File: src/rtl/fp_mant_addsub_pipe_if.sv
`default_nettype none
// ============================================================================
// Module   : fp_mant_addsub_pipe_if
// Purpose  : Handshake and data bundle between the align stage, the mantissa
//            add/sub pipeline and the normalise/round stage.
// Revision : 1.0 - initial release
// ============================================================================
interface fp_mant_addsub_pipe_if #(
  parameter int MANT_W = 24,
  parameter int EXT_W  = 24
);
  localparam int LZC_W = $clog2(MANT_W + 1);

  // Upstream side
  logic                      in_valid;
  logic                      in_ready;
  logic                      op_sub;
  logic [2:0]                rm;
  logic                      sign_a;
  logic                      sign_b;
  logic [MANT_W+EXT_W-1:0]   mant_a;
  logic [MANT_W+EXT_W-1:0]   mant_b;

  // Downstream side
  logic                      out_valid;
  logic                      out_ready;
  logic [MANT_W-1:0]         mant_sum;
  logic                      carry;
  logic                      guard;
  logic                      round_b;
  logic                      sticky;
  logic [LZC_W-1:0]          lzc;
  logic                      sign_res;
  logic                      zero_res;

  // Surrounding FPU logic: drives operands and downstream ready
  modport master (
    output in_valid, op_sub, rm, sign_a, sign_b, mant_a, mant_b, out_ready,
    input  in_ready, out_valid, mant_sum, carry, guard, round_b, sticky,
           lzc, sign_res, zero_res
  );

  // The add/sub pipeline itself
  modport slave (
    input  in_valid, op_sub, rm, sign_a, sign_b, mant_a, mant_b, out_ready,
    output in_ready, out_valid, mant_sum, carry, guard, round_b, sticky,
           lzc, sign_res, zero_res
  );
endinterface
`default_nettype wire

File: src/rtl/fp_mant_addsub_pipe.sv
`default_nettype none
// ============================================================================
// Module   : fp_mant_addsub_pipe
// Purpose  : Two-stage pipelined signed-magnitude add/sub of exponent-aligned
//            extended mantissas. Stage 1 forms the magnitude and sign, stage 2
//            splits it into mantissa / G / R / S and counts leading zeros.
//            EXT_W must be at least 3 so guard, round and sticky all exist.
// Revision : 1.0 - initial release
// ============================================================================
module fp_mant_addsub_pipe #(
  parameter int MANT_W = 24,
  parameter int EXT_W  = 24
) (
  input  wire logic             clk,
  input  wire logic             rst,
  fp_mant_addsub_pipe_if.slave  bus_if
);

  localparam int          LZC_W    = $clog2(MANT_W + 1);
  localparam int          C_FULL_W = MANT_W + EXT_W;
  localparam logic [2:0]  C_RM_RDN = 3'b010;

  // Handshake
  logic s1_valid_q, s1_valid_d;
  logic s2_valid_q, s2_valid_d;
  logic s1_load;
  logic s2_load;
  logic s2_take;
  logic in_ready_w;

  // Stage 1 datapath
  logic                eff_sb;
  logic                same_sign;
  logic                a_gt_b;
  logic                a_eq_b;
  logic [C_FULL_W:0]   s1_sum_d,  s1_sum_q;
  logic                s1_sign_d, s1_sign_q;

  // Stage 2 datapath
  logic [MANT_W-1:0]   s2_mant_d,   s2_mant_q;
  logic [EXT_W-1:0]    s2_ext;
  logic                s2_carry_d,  s2_carry_q;
  logic                s2_guard_d,  s2_guard_q;
  logic                s2_round_d,  s2_round_q;
  logic                s2_sticky_d, s2_sticky_q;
  logic [LZC_W-1:0]    s2_lzc_d,    s2_lzc_q;
  logic                s2_sign_d,   s2_sign_q;
  logic                s2_zero_d,   s2_zero_q;

  // A stage loads when it is empty or its occupant leaves this cycle
  assign s2_load    = ~s2_valid_q | bus_if.out_ready;
  assign in_ready_w = ~s1_valid_q | s2_load;
  assign s1_load    = bus_if.in_valid & in_ready_w;
  assign s2_take    = s2_load & s1_valid_q;

  // Stage-valid next state; stage 2 drains to a bubble when stage 1 is empty
  always_comb begin
    s1_valid_d = in_ready_w ? bus_if.in_valid : s1_valid_q;
    s2_valid_d = s2_load    ? s1_valid_q      : s2_valid_q;
  end

  // Stage 1: effective operation, magnitude and sign of the result
  always_comb begin
    eff_sb    = bus_if.sign_b ^ bus_if.op_sub;
    same_sign = (bus_if.sign_a == eff_sb);
    a_gt_b    = (bus_if.mant_a > bus_if.mant_b);
    a_eq_b    = (bus_if.mant_a == bus_if.mant_b);
    s1_sum_d  = '0;
    s1_sign_d = bus_if.sign_a;
    if (same_sign) begin
      s1_sum_d  = {1'b0, bus_if.mant_a} + {1'b0, bus_if.mant_b};
      s1_sign_d = bus_if.sign_a;
    end else if (a_gt_b) begin
      s1_sum_d  = {1'b0, bus_if.mant_a - bus_if.mant_b};
      s1_sign_d = bus_if.sign_a;
    end else if (a_eq_b) begin
      // Exact cancellation: -0 only when rounding toward negative infinity
      s1_sum_d  = '0;
      s1_sign_d = (bus_if.rm == C_RM_RDN);
    end else begin
      s1_sum_d  = {1'b0, bus_if.mant_b - bus_if.mant_a};
      s1_sign_d = eff_sb;
    end
  end

  // Stage 2: split the sum, compress the extension, flag exact zero
  always_comb begin
    s2_carry_d  = s1_sum_q[C_FULL_W];
    s2_mant_d   = s1_sum_q[C_FULL_W-1:EXT_W];
    s2_ext      = s1_sum_q[EXT_W-1:0];
    s2_guard_d  = s2_ext[EXT_W-1];
    s2_round_d  = s2_ext[EXT_W-2];
    s2_sticky_d = |s2_ext[EXT_W-3:0];
    s2_sign_d   = s1_sign_q;
    s2_zero_d   = ~|s1_sum_q;
  end

  // Stage 2: leading-zero priority encoder; the highest set bit wins last
  always_comb begin
    s2_lzc_d = LZC_W'(MANT_W);
    for (int i = 0; i < MANT_W; i++) begin
      if (s2_mant_d[i]) begin
        s2_lzc_d = LZC_W'(MANT_W - 1 - i);
      end
    end
    if (s2_carry_d) begin
      s2_lzc_d = '0;
    end
  end

  // Stage 1 register: captures operands' result on an input transfer
  always_ff @(posedge clk) begin
    if (rst) begin
      s1_valid_q <= 1'b0;
      s1_sum_q   <= '0;
      s1_sign_q  <= 1'b0;
    end else begin
      s1_valid_q <= s1_valid_d;
      if (s1_load) begin
        s1_sum_q  <= s1_sum_d;
        s1_sign_q <= s1_sign_d;
      end
    end
  end

  // Stage 2 register: output register, holds steady through a stall
  always_ff @(posedge clk) begin
    if (rst) begin
      s2_valid_q  <= 1'b0;
      s2_mant_q   <= '0;
      s2_carry_q  <= 1'b0;
      s2_guard_q  <= 1'b0;
      s2_round_q  <= 1'b0;
      s2_sticky_q <= 1'b0;
      s2_lzc_q    <= '0;
      s2_sign_q   <= 1'b0;
      s2_zero_q   <= 1'b0;
    end else begin
      s2_valid_q <= s2_valid_d;
      if (s2_take) begin
        s2_mant_q   <= s2_mant_d;
        s2_carry_q  <= s2_carry_d;
        s2_guard_q  <= s2_guard_d;
        s2_round_q  <= s2_round_d;
        s2_sticky_q <= s2_sticky_d;
        s2_lzc_q    <= s2_lzc_d;
        s2_sign_q   <= s2_sign_d;
        s2_zero_q   <= s2_zero_d;
      end
    end
  end

  assign bus_if.in_ready  = in_ready_w;
  assign bus_if.out_valid = s2_valid_q;
  assign bus_if.mant_sum  = s2_mant_q;
  assign bus_if.carry     = s2_carry_q;
  assign bus_if.guard     = s2_guard_q;
  assign bus_if.round_b   = s2_round_q;
  assign bus_if.sticky    = s2_sticky_q;
  assign bus_if.lzc       = s2_lzc_q;
  assign bus_if.sign_res  = s2_sign_q;
  assign bus_if.zero_res  = s2_zero_q;

endmodule
`default_nettype wire

File: src/flat_wrapper.sv
// flat-port wrapper written by rule: the top's interface ports become plain ports
module fp_mant_addsub_pipe_flat 
#(
  parameter int MANT_W = 24,
  parameter int EXT_W  = 24
)
  (clk, rst, bus_if_in_valid, bus_if_op_sub, bus_if_rm, bus_if_sign_a, bus_if_sign_b, bus_if_mant_a, bus_if_mant_b, bus_if_out_ready, bus_if_in_ready, bus_if_out_valid, bus_if_mant_sum, bus_if_carry, bus_if_guard, bus_if_round_b, bus_if_sticky, bus_if_lzc, bus_if_sign_res, bus_if_zero_res);
  fp_mant_addsub_pipe_if #(.MANT_W(MANT_W), .EXT_W(EXT_W)) bus_if_i ();
  input  wire logic clk;
  input  wire logic rst;
  input wire logic [$bits(bus_if_i.in_valid)-1:0] bus_if_in_valid;
  input wire logic [$bits(bus_if_i.op_sub)-1:0] bus_if_op_sub;
  input wire logic [$bits(bus_if_i.rm)-1:0] bus_if_rm;
  input wire logic [$bits(bus_if_i.sign_a)-1:0] bus_if_sign_a;
  input wire logic [$bits(bus_if_i.sign_b)-1:0] bus_if_sign_b;
  input wire logic [$bits(bus_if_i.mant_a)-1:0] bus_if_mant_a;
  input wire logic [$bits(bus_if_i.mant_b)-1:0] bus_if_mant_b;
  input wire logic [$bits(bus_if_i.out_ready)-1:0] bus_if_out_ready;
  output wire logic [$bits(bus_if_i.in_ready)-1:0] bus_if_in_ready;
  output wire logic [$bits(bus_if_i.out_valid)-1:0] bus_if_out_valid;
  output wire logic [$bits(bus_if_i.mant_sum)-1:0] bus_if_mant_sum;
  output wire logic [$bits(bus_if_i.carry)-1:0] bus_if_carry;
  output wire logic [$bits(bus_if_i.guard)-1:0] bus_if_guard;
  output wire logic [$bits(bus_if_i.round_b)-1:0] bus_if_round_b;
  output wire logic [$bits(bus_if_i.sticky)-1:0] bus_if_sticky;
  output wire logic [$bits(bus_if_i.lzc)-1:0] bus_if_lzc;
  output wire logic [$bits(bus_if_i.sign_res)-1:0] bus_if_sign_res;
  output wire logic [$bits(bus_if_i.zero_res)-1:0] bus_if_zero_res;
  assign bus_if_i.in_valid = bus_if_in_valid;
  assign bus_if_i.op_sub = bus_if_op_sub;
  assign bus_if_i.rm = bus_if_rm;
  assign bus_if_i.sign_a = bus_if_sign_a;
  assign bus_if_i.sign_b = bus_if_sign_b;
  assign bus_if_i.mant_a = bus_if_mant_a;
  assign bus_if_i.mant_b = bus_if_mant_b;
  assign bus_if_i.out_ready = bus_if_out_ready;
  assign bus_if_in_ready = bus_if_i.in_ready;
  assign bus_if_out_valid = bus_if_i.out_valid;
  assign bus_if_mant_sum = bus_if_i.mant_sum;
  assign bus_if_carry = bus_if_i.carry;
  assign bus_if_guard = bus_if_i.guard;
  assign bus_if_round_b = bus_if_i.round_b;
  assign bus_if_sticky = bus_if_i.sticky;
  assign bus_if_lzc = bus_if_i.lzc;
  assign bus_if_sign_res = bus_if_i.sign_res;
  assign bus_if_zero_res = bus_if_i.zero_res;
  fp_mant_addsub_pipe #(.MANT_W(MANT_W), .EXT_W(EXT_W)) u_core (.clk(clk), .rst(rst), .bus_if(bus_if_i));
endmodule
File: config.mk
export PLATFORM = sky130hd
export DESIGN_NAME = fp_mant_addsub_pipe_flat
export DESIGN_NICKNAME = d
export VERILOG_FILES = /design/src/rtl/fp_mant_addsub_pipe_if.sv /design/src/rtl/fp_mant_addsub_pipe.sv /design/src/flat_wrapper.sv
export SDC_FILE = /design/constraint.sdc
export NUM_CORES = 1
export LEC_CHECK = 0
export CORE_ASPECT_RATIO = 1.4
export CORE_MARGIN = 5
export CORE_UTILIZATION = 59
export CTS_CLUSTER_SIZE = 28
export DETAILED_ROUTE_END_ITERATION = 8
export GPL_ROUTABILITY_DRIVEN = 0
export GPL_TIMING_DRIVEN = 1
export MAX_ROUTING_LAYER = met4
export PLACE_DENSITY = 0.84
export SYNTH_ARGS = -nofsm -noshare
export SYNTH_HDL_FRONTEND = slang
export SYNTH_SLANG_ARGS = --single-unit
export TNS_END_PERCENT = 30
File: constraint.sdc
create_clock -name clk -period 3.8 [get_ports clk]
set_clock_uncertainty 0.1 [all_clocks]
set_input_delay 0.38 -clock clk [delete_from_list [all_inputs] [get_ports clk]]
set_output_delay 0.38 -clock clk [all_outputs]
set_load 0.01 [all_outputs]
==> results.md, run 1 <==
* Synth Area in Compound Gates at between 30% and 40%
* Hpwl dp at 40900 microns
* Clk root buf: clkbuf_16
* Outcome: did not finish
* CTS HTree Levels at 3
* Worst endpoint type: sequential cell input
* Largest family of logic cells by synthesized area: compound AO/OA/AOI/OAI gates
* Post-Synth XOR/XNOR Area at 2.85%
* Post-synth EDFFs at 0
* Post-Syn Area at ~12000 sq um
* Synth Area in Adders at 15.4%
* GR repair worst EP: u_core.s1_sum_q[34]$_SDFFE_PP0P_/D
* Largest net degree at the start of global routing at 48
* Clock buffer depth at 2
* Rows at 61
* Seq/Total Area, Yosys at between 10 and 15%
* Clk sink count at 87
* Post-synth cell types at 87
* I/O pin cnt at 143
* Die W at between 100 and 150 microns
* Initial Utilization at about three fifths
* First error: [ERROR GRT-0232] Routing congestion too high. Check the congestion heatmap in the GUI.
* Synth Area in Simple Gates at 20.6%
* Last stage: global routing (5_1_grt)
* Post-synthesis mux area share at 2.84%
* Seq cells post-synth at 87
* GR Overflow Total at 46
* PortBufs at 142
* Predominant post-synthesis flop cell: dfxtp_1
* Ys Warns at 0
* Clock buffer count from CTS at 9
* Die span in y at 179 microns
* Post-synth ARST share at 0%
* Syn_area_per_cell at 6.80 sq um
* Post-Syn Nets at 2015
* Cells after synthesis at 1763
* GRT Util Overall at ~67%
[cell usage after synthesis, drive strengths merged, types with 6 or more instances]
library cell	instances	area share [%]
a211o	8	0.58
o21a	14	0.94
o31ai	18	1.2
a211oi	29	1.8
o21ai	130	5.5
inv	152	4.8
mux2	8	0.75
dfxtp	87	15
o31a	6	0.44
nand2b	17	0.89
a21boi	8	0.50
or2	6	0.31
a22oi	10	0.63
a21oi	257	11
nor3	35	1.5
nand3	33	1.4
nand4	32	1.7
o221ai	14	1.0
xnor2	34	2.5
nand2	174	5.5
a221oi	17	1.3
nor2	179	5.6
o21bai	34	2.1
buf	30	1.3
a221o	8	0.67
o211ai	22	1.4
nor4	24	1.4
nor2b	12	0.63
and3	7	0.37
a21o	19	1.2
mux2i	25	2.1
clkbuf	66	2.1
a31oi	15	0.83
o311ai	6	0.44
ha	143	15
[what timing repair did]
action	4_1_cts
resized for setup	42
hold endpoints to repair	0
cloned	0
pin swaps	13
hold buffers	0
endpoints found under the setup margin	33
buffers inserted	5
[stage by stage]
| stage | instance area (sq um) | setup WS, ns | setup TNS (ns) | instances | hold WS [ns] |
|---|---|---|---|---|---|
| CTS | 16800 | 0.0000111 | 0 | 2469 | 0.358 |
| global placement | 16300 | -0.424 | -12.85 | 2449 | 0.328 |
| floorplan | 12000 | 0.281 | 0 | 1763 | 0.310 |
| detailed placement | 16300 | -0.565 | -17.97 | 2449 | 0.348 |
[kinds of logic after synthesis]
family | after synthesis
flip-flops | 87
AND/OR/NAND/NOR | 541
adder cells (fa/ha/maj) | 146
AO/OA/AOI/OAI | 667
buffers and inverters | 250
XOR/XNOR | 39
multiplexers | 33
[per-layer routing]
metal / global-route usage, % / GRT overflow
met5: - / -
met4: 63.6 / 28
met3: 51.2 / 1
met2: 83.2 / 17
met1: 65.0 / 0
==> inputs of run 2 (changes only) <==
--- a/config.mk
+++ b/config.mk
@@ -5,15 +5,12 @@
 export SDC_FILE = /design/constraint.sdc
 export NUM_CORES = 1
 export LEC_CHECK = 0
-export CORE_ASPECT_RATIO = 1.4
 export CORE_MARGIN = 5
-export CORE_UTILIZATION = 59
-export CTS_CLUSTER_SIZE = 28
+export CORE_UTILIZATION = 40
 export DETAILED_ROUTE_END_ITERATION = 8
 export GPL_ROUTABILITY_DRIVEN = 0
 export GPL_TIMING_DRIVEN = 1
-export MAX_ROUTING_LAYER = met4
-export PLACE_DENSITY = 0.84
+export PLACE_DENSITY_LB_ADDON = 0.15
 export SYNTH_ARGS = -nofsm -noshare
 export SYNTH_HDL_FRONTEND = slang
 export SYNTH_SLANG_ARGS = --single-unit
==> results.md, run 2 <==
* Outcome: finished clean (was did not finish)
* Fin crit share at 98.3%
* Slew Viols, Final at 0
* GRT Util Overall at 28.5%
* Post-synth cell types at 87 (unchanged)
* CP max FO at 4
* PD cells at 276 nW/um^2
* Most common cell in the synthesized netlist: a21oi_1 (unchanged)
* Cells after synthesis at 1763 (unchanged)
* Initial Utilization at 40.5% (was 60.2%)
* Antenna-violating nets left at 0
* Clock buffer depth at 2 (unchanged)
* Max-cap viol count at 0
* Fraction of layout cells with a size suffix above 1 at 25.4%
* Largest net degree at the start of global routing at 50
* Clk slew on worst S/H paths at 0.06 ns
* Worst hold path class: in -> reg
* Clk sink count at 87 (unchanged)
* Post-synth top area cell: ha_1 (unchanged)
* Rows at 63 (was 61)
* Critical path class: in -> reg
* Post-synth top area share at 14.9% (unchanged)
* Post-Place Cells at 2645 (was 2449)
* Largest cells by area after synthesis: ha_1 (15%), dfxtp_1 (15%), a21oi_1 (11%) (unchanged)
* Post-CTS Hold Fix Bufs at 0 (unchanged)
* Hold path startpoint: rst
* Clock buffer count from CTS at 9 (unchanged)
* Setup crit end kind: flop
* Worst slew pin tran at 1.17 ns
* GR Overflow Total at 0
* Pleak at just under 8 nW
* Fmax at between 200 and 300 MHz
* Fin cells at 2665
* Global-route wire length before repair at 78200 microns
* Final Setup Violations at 0
* Vias at approximately 16000
* DR vias/cell at slightly below 6
* PortBufs at 142 (unchanged)
* Clock tree from TritonCTS: built
* Place WS at -0.644 ns (was -0.565 ns)
* Initial antenna violation count at 0
* Hpwl dp at 41400 microns (was 40900 microns)
* Syn_area_per_cell at 6.80 sq um (unchanged)
* Post-Route WL at around 51000 microns
* # fillers at 2853
* Drt wl/cell at 19.0 microns
* Min Tclk post-route at 3.73 ns
* Predominant post-synthesis flop cell: dfxtp_1 (unchanged)
* Area grow syn2layout at 47.8%
* Post-Syn Area at 12000 sq um (unchanged)
* Post-synth ARST share at 0% (unchanged)
* Final hold vios at 0
* Clk_lat worst skew at 0.35 ns
* Ys Warns at 0 (unchanged)
* Post-Syn Nets at 2015 (unchanged)
* Max reg flops at ~50
* Worst path arrival time at about 3.9 ns
* Die area at around 34000 sq um
* CP Data Required Time at 3.98 ns
* Critical path origin: bus_if_mant_b[9]
* Vias in the first global route at 14784
* Layout net count at 2523
* RSZ-0062 raised after global routing: true
* Die W at 183 microns (was 131 microns)
* Ant diodes at 0
* Seq/Total Area, Yosys at 14.5% (unchanged)
* Seq cells post-synth at 87 (unchanged)
* CTS HTree Levels at 3 (unchanged)
* DRT Pass-1 Iters at 8
* Commonest cells in the netlist: a21oi_1 (255), nor2_1 (178), nand2_1 (172) (unchanged)
* Most frequent cells in the layout: buf_4 (439), a21oi_1 (243), nor2_1 (175), nand2_1 (169), inv_1 (150)
* I/O pin cnt at 143 (unchanged)
* Initial DRC count at approximately 1700
* Peak supply drop at approximately 0.00022 V
* Die span in y at 183 microns (was 179 microns)
* R2R Path Start: u_core.bus_if.out_valid
* CP Launch Type: input pin
* Most flops, register: u_core.s1_sum_q
* Max-slew headroom at 21.7%
* Clk root buf: clkbuf_16 (unchanged)
* Post-synth EDFFs at 0 (unchanged)
* Core area at 29600 sq um
* Commonest non-fill, non-tap cell in the layout: buf_4
* Worst Setup Slack, final at approximately 0.066 ns
* Remaining DRCs at 0
==> run 2: cell counts after synthesis <==
No cell type changed its count.
==> run 2: power breakdown <==
group          internal, mW  switching, mW
Sequential            0.995         0.0816
Clock                 0.577          0.385
Combinational          1.30           1.55
==> run 2: cell type report <==
cell class,count,area (sq um),area share [%]
multi-input cells,1427,9730,54.9
repair buffers,592,4880,27.5
flip-flops and latches,87,1740,9.82
inverters,154,578,3.26
well taps,390,488,2.75
clock buffers,9,225,1.27
clock inverters,6,92.6,0.522
==> run 2: final timing paths <==
| kind | endpoint | slack, ns | depth (start not counted) |
|---|---|---|---|
| worst min register to register | u_core.s1_sum_q[7] | 0.35 | 2 |
| worst max-delay path | u_core.s1_sum_q[36] | 0.07 | 14 |
| worst min-delay path | u_core.s1_sum_q[12] | 0.34 | 2 |
| worst max register to register | u_core.s1_sum_q[29] | 1.40 | 7 |
==> run 2: cell families (layout without fill, tap and decap cells) <==
family | after synthesis | in the layout | share of synthesized area (%)
and+or+nand+nor | 541 | 542 | 20.6
DFF | 87 | 87 | 14.5
xor gates and xnor gates | 39 | 39 | 2.85
adders and majority gates | 146 | 146 | 15.4
muxes | 33 | 33 | 2.84
buffers and inverters | 250 | 761 | 8.23
AOI/OAI and AO/OA | 667 | 667 | 35.6
==> run 2: metal layers <==
metal / up-vias / share of wire, % / track usage, % / wire, microns
li1: 7387 / - / - / -
met1: 7222 / 43 / 39.5 / 21700
met2: 870 / 43 / 44.1 / 21800
met3: 118 / 11 / 6.25 / 5410
met4: 0 / 3.3 / 9.30 / 1650
met5: - / 0 / 0 / 0
==> run 2: timing repair <==
action | CTS | global route
pin swaps | 7 | 28
endpoints found under the setup margin | 42 | 44
setup buffers | 2 | 2
resized for setup | 22 | 86
gates cloned | 0 | 1
==> run 2: through the flow <==
| step | setup TNS, ns | utilization [%] | area [sq um] | power [mW] | hold WS [ns] |
|---|---|---|---|---|---|
| after floorplan | 0 | - | 12000 | 2.49 | 0.310 |
| after global placement | -18.69 | 57.1 | 16900 | 3.72 | 0.335 |
| after detailed placement | -21.50 | 57.1 | 16900 | 3.75 | 0.340 |
| after CTS | 0 | 58.5 | 17300 | 4.74 | 0.318 |
| after global routing | -0.0806 | 59.8 | 17700 | 5.14 | 0.345 |
| final | 0 | 59.8 | 17700 | 4.89 | 0.345 |
==> run 2: critical path, cell delays in order <==
cell	delay [ns]
clkdlybuf4s50_1	0.47
inv_1	0.05
ha_1	0.33
buf_4	0.16
a21oi_1	0.24
o21ai_0	0.24
or2_2	0.36
a21oi_1	0.26
o21bai_1	0.17
a311o_1	0.42
mux2i_2	0.19
o211ai_1	0.13
a2111o_1	0.43
nand3_1	0.08
Note: power is estimated with default switching activity, not from simulation.
==> inputs of run 3 (changes only) <==
--- a/config.mk
+++ b/config.mk
@@ -7,10 +7,12 @@
 export LEC_CHECK = 0
 export CORE_MARGIN = 5
 export CORE_UTILIZATION = 40
+export CTS_BUF_LIST = sky130_fd_sc_hd__clkbuf_16
 export DETAILED_ROUTE_END_ITERATION = 8
 export GPL_ROUTABILITY_DRIVEN = 0
 export GPL_TIMING_DRIVEN = 1
 export PLACE_DENSITY_LB_ADDON = 0.15
+export SKIP_CTS_REPAIR_TIMING = 1
 export SYNTH_ARGS = -nofsm -noshare
 export SYNTH_HDL_FRONTEND = slang
 export SYNTH_SLANG_ARGS = --single-unit
==> results.md, run 3 (same netlist as run 2, synthesis figures left out) <==
* Area grow syn2layout at 47.2% (was 47.8%)
* Clock buffer depth at 2 (unchanged)
* Worst slew pin tran at 1.17 ns (about the same)
* Slew Viols, Final at 0 (unchanged)
* Post-Place Cells at 2645 (unchanged)
* Clk_lat worst skew at 0.35 ns (about the same)
* GRT Util Overall at 28.4% (was 28.5%)
* Fin crit share at 98.1% (was 98.3%)
* Max reg flops at 49 (unchanged)
* Vias at 15605 (was 15597)
* Core area at 29600 sq um (unchanged)
* Met2 GRT Util at 44.1% (unchanged)
* Rows at 63 (unchanged)
* Clock tree from TritonCTS: built (unchanged)
* Die area at 33600 sq um (unchanged)
* Initial antenna violation count at 0 (unchanged)
* Net Sw Power at 2.01 mW (was 2.02 mW)
* Worst hold path class: in -> reg (unchanged)
* Largest net degree at the start of global routing at 50 (unchanged)
* Setup crit end kind: flop (unchanged)
* Final instance area at 17700 sq um (about the same)
* Pleak at 7.92 nW (about the same)
* Sw Share at 41.3% (about the same)
* Place WS at -0.644 ns (unchanged)
* Clk slew on worst S/H paths at 0.07 ns (was 0.06 ns)
* Clock power frac at 19.8% (was 19.7%)
* Clk sink count at 87 (unchanged)
* I/O pin cnt at 143 (unchanged)
* Combinational power share at 58.2% (was 58.3%)
* Final Setup Violations at 0 (unchanged)
* # fillers at 2862 (was 2853)
* Die W at 183 microns (unchanged)
* Initial Utilization at 40.5% (unchanged)
* Post-Route WL at 50700 microns (was 50600 microns)
* Reg power frac at 22.1% (was 22.0%)
* PortBufs at 142 (unchanged)
* Total power at 4.88 mW (was 4.89 mW)
* Worst Setup Slack, final at 0.0711 ns (was 0.0657 ns)
* Clk root buf: clkbuf_16 (unchanged)
* Max-cap viol count at 0 (unchanged)
* GR Overflow Total at 0 (unchanged)
* CP Launch Type: input pin (unchanged)
* Commonest non-fill, non-tap cell in the layout: buf_4 (unchanged)
* Ant diodes at 0 (unchanged)
* Die span in y at 183 microns (unchanged)
* Met3 track demand over resource at 6.37% (was 6.25%)
* Remaining DRCs at 0 (unchanged)
* CP Data Required Time at 3.94 ns (was 3.98 ns)
* Most frequent cells in the layout: buf_4 (443), a21oi_1 (240), nor2_1 (175), nand2_1 (171), inv_1 (150) (was buf_4 (439), a21oi_1 (243), nor2_1 (175), nand2_1 (169), inv_1 (150))
* Min Tclk post-route at 3.73 ns (about the same)
* Vias in the first global route at 14682 (was 14784)
* Initial DRC count at 1894 (was 1703)
* Critical path class: in -> reg (unchanged)
* CTS HTree Levels at 3 (unchanged)
* CP max FO at 7 (was 4)
* Drt wl/cell at 19.0 microns (about the same)
* Peak supply drop at 0.000218 V (was 0.000216 V)
* Area of the multi-input gates at 9660 sq um (was 9730 sq um)
* Clock buffer count from CTS at 9 (unchanged)
* Placed Area at 16900 sq um (unchanged)
* Fmax at 268 MHz (about the same)
* Fraction of layout cells with a size suffix above 1 at 25.0% (was 25.4%)
* Layout net count at 2523 (unchanged)
* Final hold vios at 0 (unchanged)
* Global-route wire length before repair at 77900 microns (was 78200 microns)
* Antenna-violating nets left at 0 (unchanged)
* Max-slew headroom at 21.6% (was 21.7%)
* Seq. cell area at 1740 sq um (unchanged)
* WHS Path Cells at 2 (unchanged)
* Met1 Use GR at 39.4% (was 39.5%)
* PD cells at 276 nW/um^2 (about the same)
* Grt peak-use layer: met2 (unchanged)
* Most flops, register: u_core.s1_sum_q (unchanged)
* Pint at 2.86 mW (was 2.87 mW)
* Fin cells at 2665 (unchanged)
* Worst Reg-to-Reg Cells at 7 (unchanged)
* Outcome: finished clean (unchanged)
* RSZ-0062 raised after global routing: true (unchanged)
* DR vias/cell at 5.86 (was 5.85)
* Worst path arrival time at 3.87 ns (was 3.92 ns)
* Hpwl dp at 41400 microns (unchanged)
* DRT Pass-1 Iters at 6 (was 8)
run 3: changes by cell type in the layout (fill, tap and decap cells not counted), moves of 2 or more:
| cell | delta |
|---|---|
| nand2_1 | +2 |
| nand2_2 | -3 |
| o21ai_0 | +2 |
| buf_6 | -5 |
| a21oi_2 | +2 |
| a21oi_1 | -3 |
| buf_4 | +4 |
run 3: cell type report:
type / instances / share of cell area [%]
inverter: 154 / 3.27
clock inverter: 6 / 0.524
timing repair buffer: 592 / 27.6
clock buffer: 9 / 1.28
multi-input combinational: 1427 / 54.7
sequential: 87 / 9.87
tap: 390 / 2.76
run 3: final timing paths:
path                           start             endpoint  slack [ns]
min reg2reg       u_core.s1_sum_q[7]   u_core.s1_sum_q[7]        0.35
max reg2reg  u_core.bus_if.out_valid  u_core.s1_sum_q[29]        1.40
max                bus_if_mant_b[31]   u_core.s1_sum_q[2]        0.07
min                              rst  u_core.s1_sum_q[10]        0.35
run 3: critical path, stage by stage:
cell and delay [ns]:
clkdlybuf4s50_1 0.48, inv_1 0.05, ha_1 0.32, a21oi_1 0.23
o21ai_2 0.16, o311ai_2 0.35, a21oi_1 0.09, or2_4 0.29
buf_4 0.15, o21a_4 0.23, nor2_2 0.10, buf_4 0.18
buf_4 0.16, mux2i_1 0.24, o221ai_1 0.16, a32o_1 0.29
run 3: power by group through the flow:
stage	combinational, mW	sequential (mW)	clock (mW)
floorplan	1.42	1.07	0
global placement	2.63	1.09	0
detailed placement	2.66	1.09	0
CTS	2.68	1.07	0.974
global route	3.04	1.08	1.01
finish	2.84	1.08	0.964
run 3: per-stage QoR:
step	utilization (%)	hold WS (ns)	TNS, ns
4_1_cts	58.1	0.318	-4.91
3_3_place_gp	57.1	0.335	-18.69
3_5_place_dp	57.1	0.340	-21.50
6_report	59.6	0.347	0
2_1_floorplan	-	0.310	0
5_1_grt	59.6	0.345	-0.240
run 3: routing by layer:
metal	vias to the layer above	part of all wire, %
li1	7383	-
met1	7209	43
met2	887	43
met3	126	11
met4	0	3.2
met5	-	0
==> inputs of run 4 (changes only) <==
--- a/config.mk
+++ b/config.mk
@@ -7,7 +7,6 @@
 export LEC_CHECK = 0
 export CORE_MARGIN = 5
 export CORE_UTILIZATION = 40
-export CTS_BUF_LIST = sky130_fd_sc_hd__clkbuf_16
 export DETAILED_ROUTE_END_ITERATION = 8
 export GPL_ROUTABILITY_DRIVEN = 0
 export GPL_TIMING_DRIVEN = 1
@@ -16,4 +15,4 @@
 export SYNTH_ARGS = -nofsm -noshare
 export SYNTH_HDL_FRONTEND = slang
 export SYNTH_SLANG_ARGS = --single-unit
-export TNS_END_PERCENT = 30
+export TNS_END_PERCENT = 5
==> results.md, run 4 (same netlist as run 2, synthesis figures left out) <==
* PortBufs at 142 (unchanged)
* Max-cap viol count at 0 (unchanged)
* Buf/Inv on CP at 7 (was 5)
* Setup_tns at 0 ns (unchanged)
* Worst path arrival time at 3.93 ns (was 3.87 ns)
* RSZ-0062 raised after global routing: true (unchanged)
* Final Setup Violations at 0 (unchanged)
* Clock power frac at 19.9% (was 19.8%)
* Critical path class: in -> reg (unchanged)
* Clock tree from TritonCTS: built (unchanged)
* Worst path cell trace: clkdlybuf4s50_1 -> inv_1 -> ha_2 -> inv_1 -> a21oi_1 -> a311oi_1 -> a211oi_1 -> buf_4 -> buf_4 -> o41ai_4 -> buf_4 -> buf_4 -> a211o_4 -> a211o_1 -> nand2_1 -> nand3_1 -> o2111a_1 -> nor3_1 (was clkdlybuf4s50_1 -> inv_1 -> ha_1 -> a21oi_1 -> o21ai_2 -> o311ai_2 -> a21oi_1 -> or2_4 -> buf_4 -> o21a_4 -> nor2_2 -> buf_4 -> buf_4 -> mux2i_1 -> o221ai_1 -> a32o_1)
* CP top delay family: compound AO/OA/AOI/OAI gates (unchanged)
* Reg power frac at 22.2% (was 22.1%)
* Peak supply drop at 0.000218 V (about the same)
* Ant diodes at 0 (unchanged)
* Worst slew pin tran at 1.19 ns (was 1.17 ns)
* DR vias/cell at 5.85 (was 5.86)
* Most flops, register: u_core.s1_sum_q (unchanged)
* Sw Share at 41.3% (about the same)
* Fin crit share at 99.0% (was 98.1%)
* Worst hold path class: in -> reg (unchanged)
* Pleak at 7.90 nW (was 7.92 nW)
* Most frequent cells in the layout: buf_4 (444), a21oi_1 (242), nor2_1 (176), nand2_1 (172), inv_1 (150) (was buf_4 (443), a21oi_1 (240), nor2_1 (175), nand2_1 (171), inv_1 (150))
* Hpwl dp at 41400 microns (unchanged)
* Die area at 33600 sq um (unchanged)
* Max reg flops at 49 (unchanged)
* CP max FO at 5 (was 7)
* Pint at 2.85 mW (was 2.86 mW)
* CP Launch Type: input pin (unchanged)
* Antenna-violating nets left at 0 (unchanged)
* Die span in y at 183 microns (unchanged)
* Outcome: finished clean (unchanged)
* Largest net degree at the start of global routing at 50 (unchanged)
* Clk root buf: clkbuf_16 (unchanged)
* Global-route wire length before repair at 77900 microns (unchanged)
* Most used cell, CP: buf_4 (unchanged)
* Final hold slack at 0.344 ns (was 0.347 ns)
* Final Util at 59.2% (was 59.6%)
* Clk_lat worst skew at 0.35 ns (about the same)
* Worst Setup Slack, final at 0.0393 ns (was 0.0711 ns)
* Area grow syn2layout at 46.3% (was 47.2%)
* Slew Viols, Final at 0 (unchanged)
* Die W at 183 microns (unchanged)
* Post-Place Cells at 2645 (unchanged)
* Initial Utilization at 40.5% (unchanged)
* Fraction of layout cells with a size suffix above 1 at 24.4% (was 25.0%)
* Critical Path Max Stage Delay at 0.48 ns (about the same)
* Post-Route WL at 50400 microns (was 50700 microns)
* Remaining DRCs at 0 (unchanged)
* Crit-path slowest cell: clkdlybuf4s50_1 (unchanged)
* Commonest non-fill, non-tap cell in the layout: buf_4 (unchanged)
* Combinational power share at 57.9% (was 58.2%)
* Initial antenna violation count at 0 (unchanged)
* Initial DRC count at 1899 (was 1894)
* Clk sink count at 87 (unchanged)
* Clk slew on worst S/H paths at 0.06 ns (was 0.07 ns)
* CP Data Required Time at 3.97 ns (was 3.94 ns)
* Vias at 15576 (was 15605)
* I/O pin cnt at 143 (unchanged)
* Min Tclk post-route at 3.76 ns (was 3.73 ns)
* Placed Area at 16900 sq um (unchanged)
* DRT Pass-1 Iters at 6 (unchanged)
* Fin cells at 2664 (was 2665)
* Final instance area at 17500 sq um (was 17700 sq um)
* GRT Util Overall at 28.4% (unchanged)
* Vias in the first global route at 14682 (unchanged)
* Clock buffer count from CTS at 9 (unchanged)
* Setup crit end kind: flop (unchanged)
* Final hold vios at 0 (unchanged)
* Core area at 29600 sq um (unchanged)
* Total power at 4.85 mW (was 4.88 mW)
* Drt wl/cell at 18.9 microns (was 19.0 microns)
* PD cells at 277 nW/um^2 (was 276 nW/um^2)
* Place WS at -0.644 ns (unchanged)
* CTS HTree Levels at 3 (unchanged)
* Net Sw Power at 2.00 mW (was 2.01 mW)
* Fmax at 266 MHz (was 268 MHz)
* Layout net count at 2522 (was 2523)
* Clock buffer depth at 2 (unchanged)
* GR Overflow Total at 0 (unchanged)
* Rows at 63 (unchanged)
* Max-slew headroom at 20.6% (was 21.6%)
## run 4: cell types whose count changed in the layout (fill, tap and decap cells not counted), moves of 2 or more
cell,before,now
o21ai_1,7,9
a21oi_1,240,242
ha_4,6,2
o21ai_2,6,4
ha_1,135,138
a21oi_2,14,12
## run 4: final timing paths
| check | from | to | slack [ns] | depth (start not counted) |
|---|---|---|---|---|
| setup / recovery | bus_if_mant_b[16] | u_core.s1_sum_q[32] | 0.04 | 18 |
| hold / removal | rst | u_core.s1_sum_q[10] | 0.34 | 2 |
| setup reg to reg | u_core.bus_if.out_valid | u_core.s1_sum_q[29] | 1.39 | 7 |
| hold reg to reg | u_core.s1_sum_q[7] | u_core.s1_sum_q[7] | 0.35 | 2 |
## run 4: area by class of cell
type                    instances  area (sq um)
flip-flops and latches         87          1740
fillers                      2870         12100
repair buffers                592          4860
well taps                     390           488
multi-input cells            1426          9560
clock inverters                 6          92.6
clock buffers                   9           225
inverters                     154           578
## run 4: worst register-to-register path, stage by stage (launching register included)
cell and delay (ns):
dfxtp_1 0.31, nor2b_1 0.17, nand2_1 0.12, nand2_1 0.10, buf_4 0.21, nor2_1 0.87, o211ai_1 0.31, nand2_1 0.14
## run 4: power groups by stage
stage	logic (mW)	clock network (mW)	registers (mW)
final	2.81	0.965	1.08
after global placement	2.63	0	1.09
after CTS	2.68	0.974	1.07
after detailed placement	2.66	0	1.09
after floorplan	1.42	0	1.07
after global routing	3.01	1.01	1.08
## run 4: layer usage
layer | global-route usage [%] | routed length (microns) | up-vias
li1 | - | - | 7367
met1 | 39.4 | 21800 | 7232
met2 | 44.1 | 21600 | 851
met3 | 6.37 | 5340 | 126
met4 | 8.61 | 1590 | 0
met5 | 0 | 0 | -
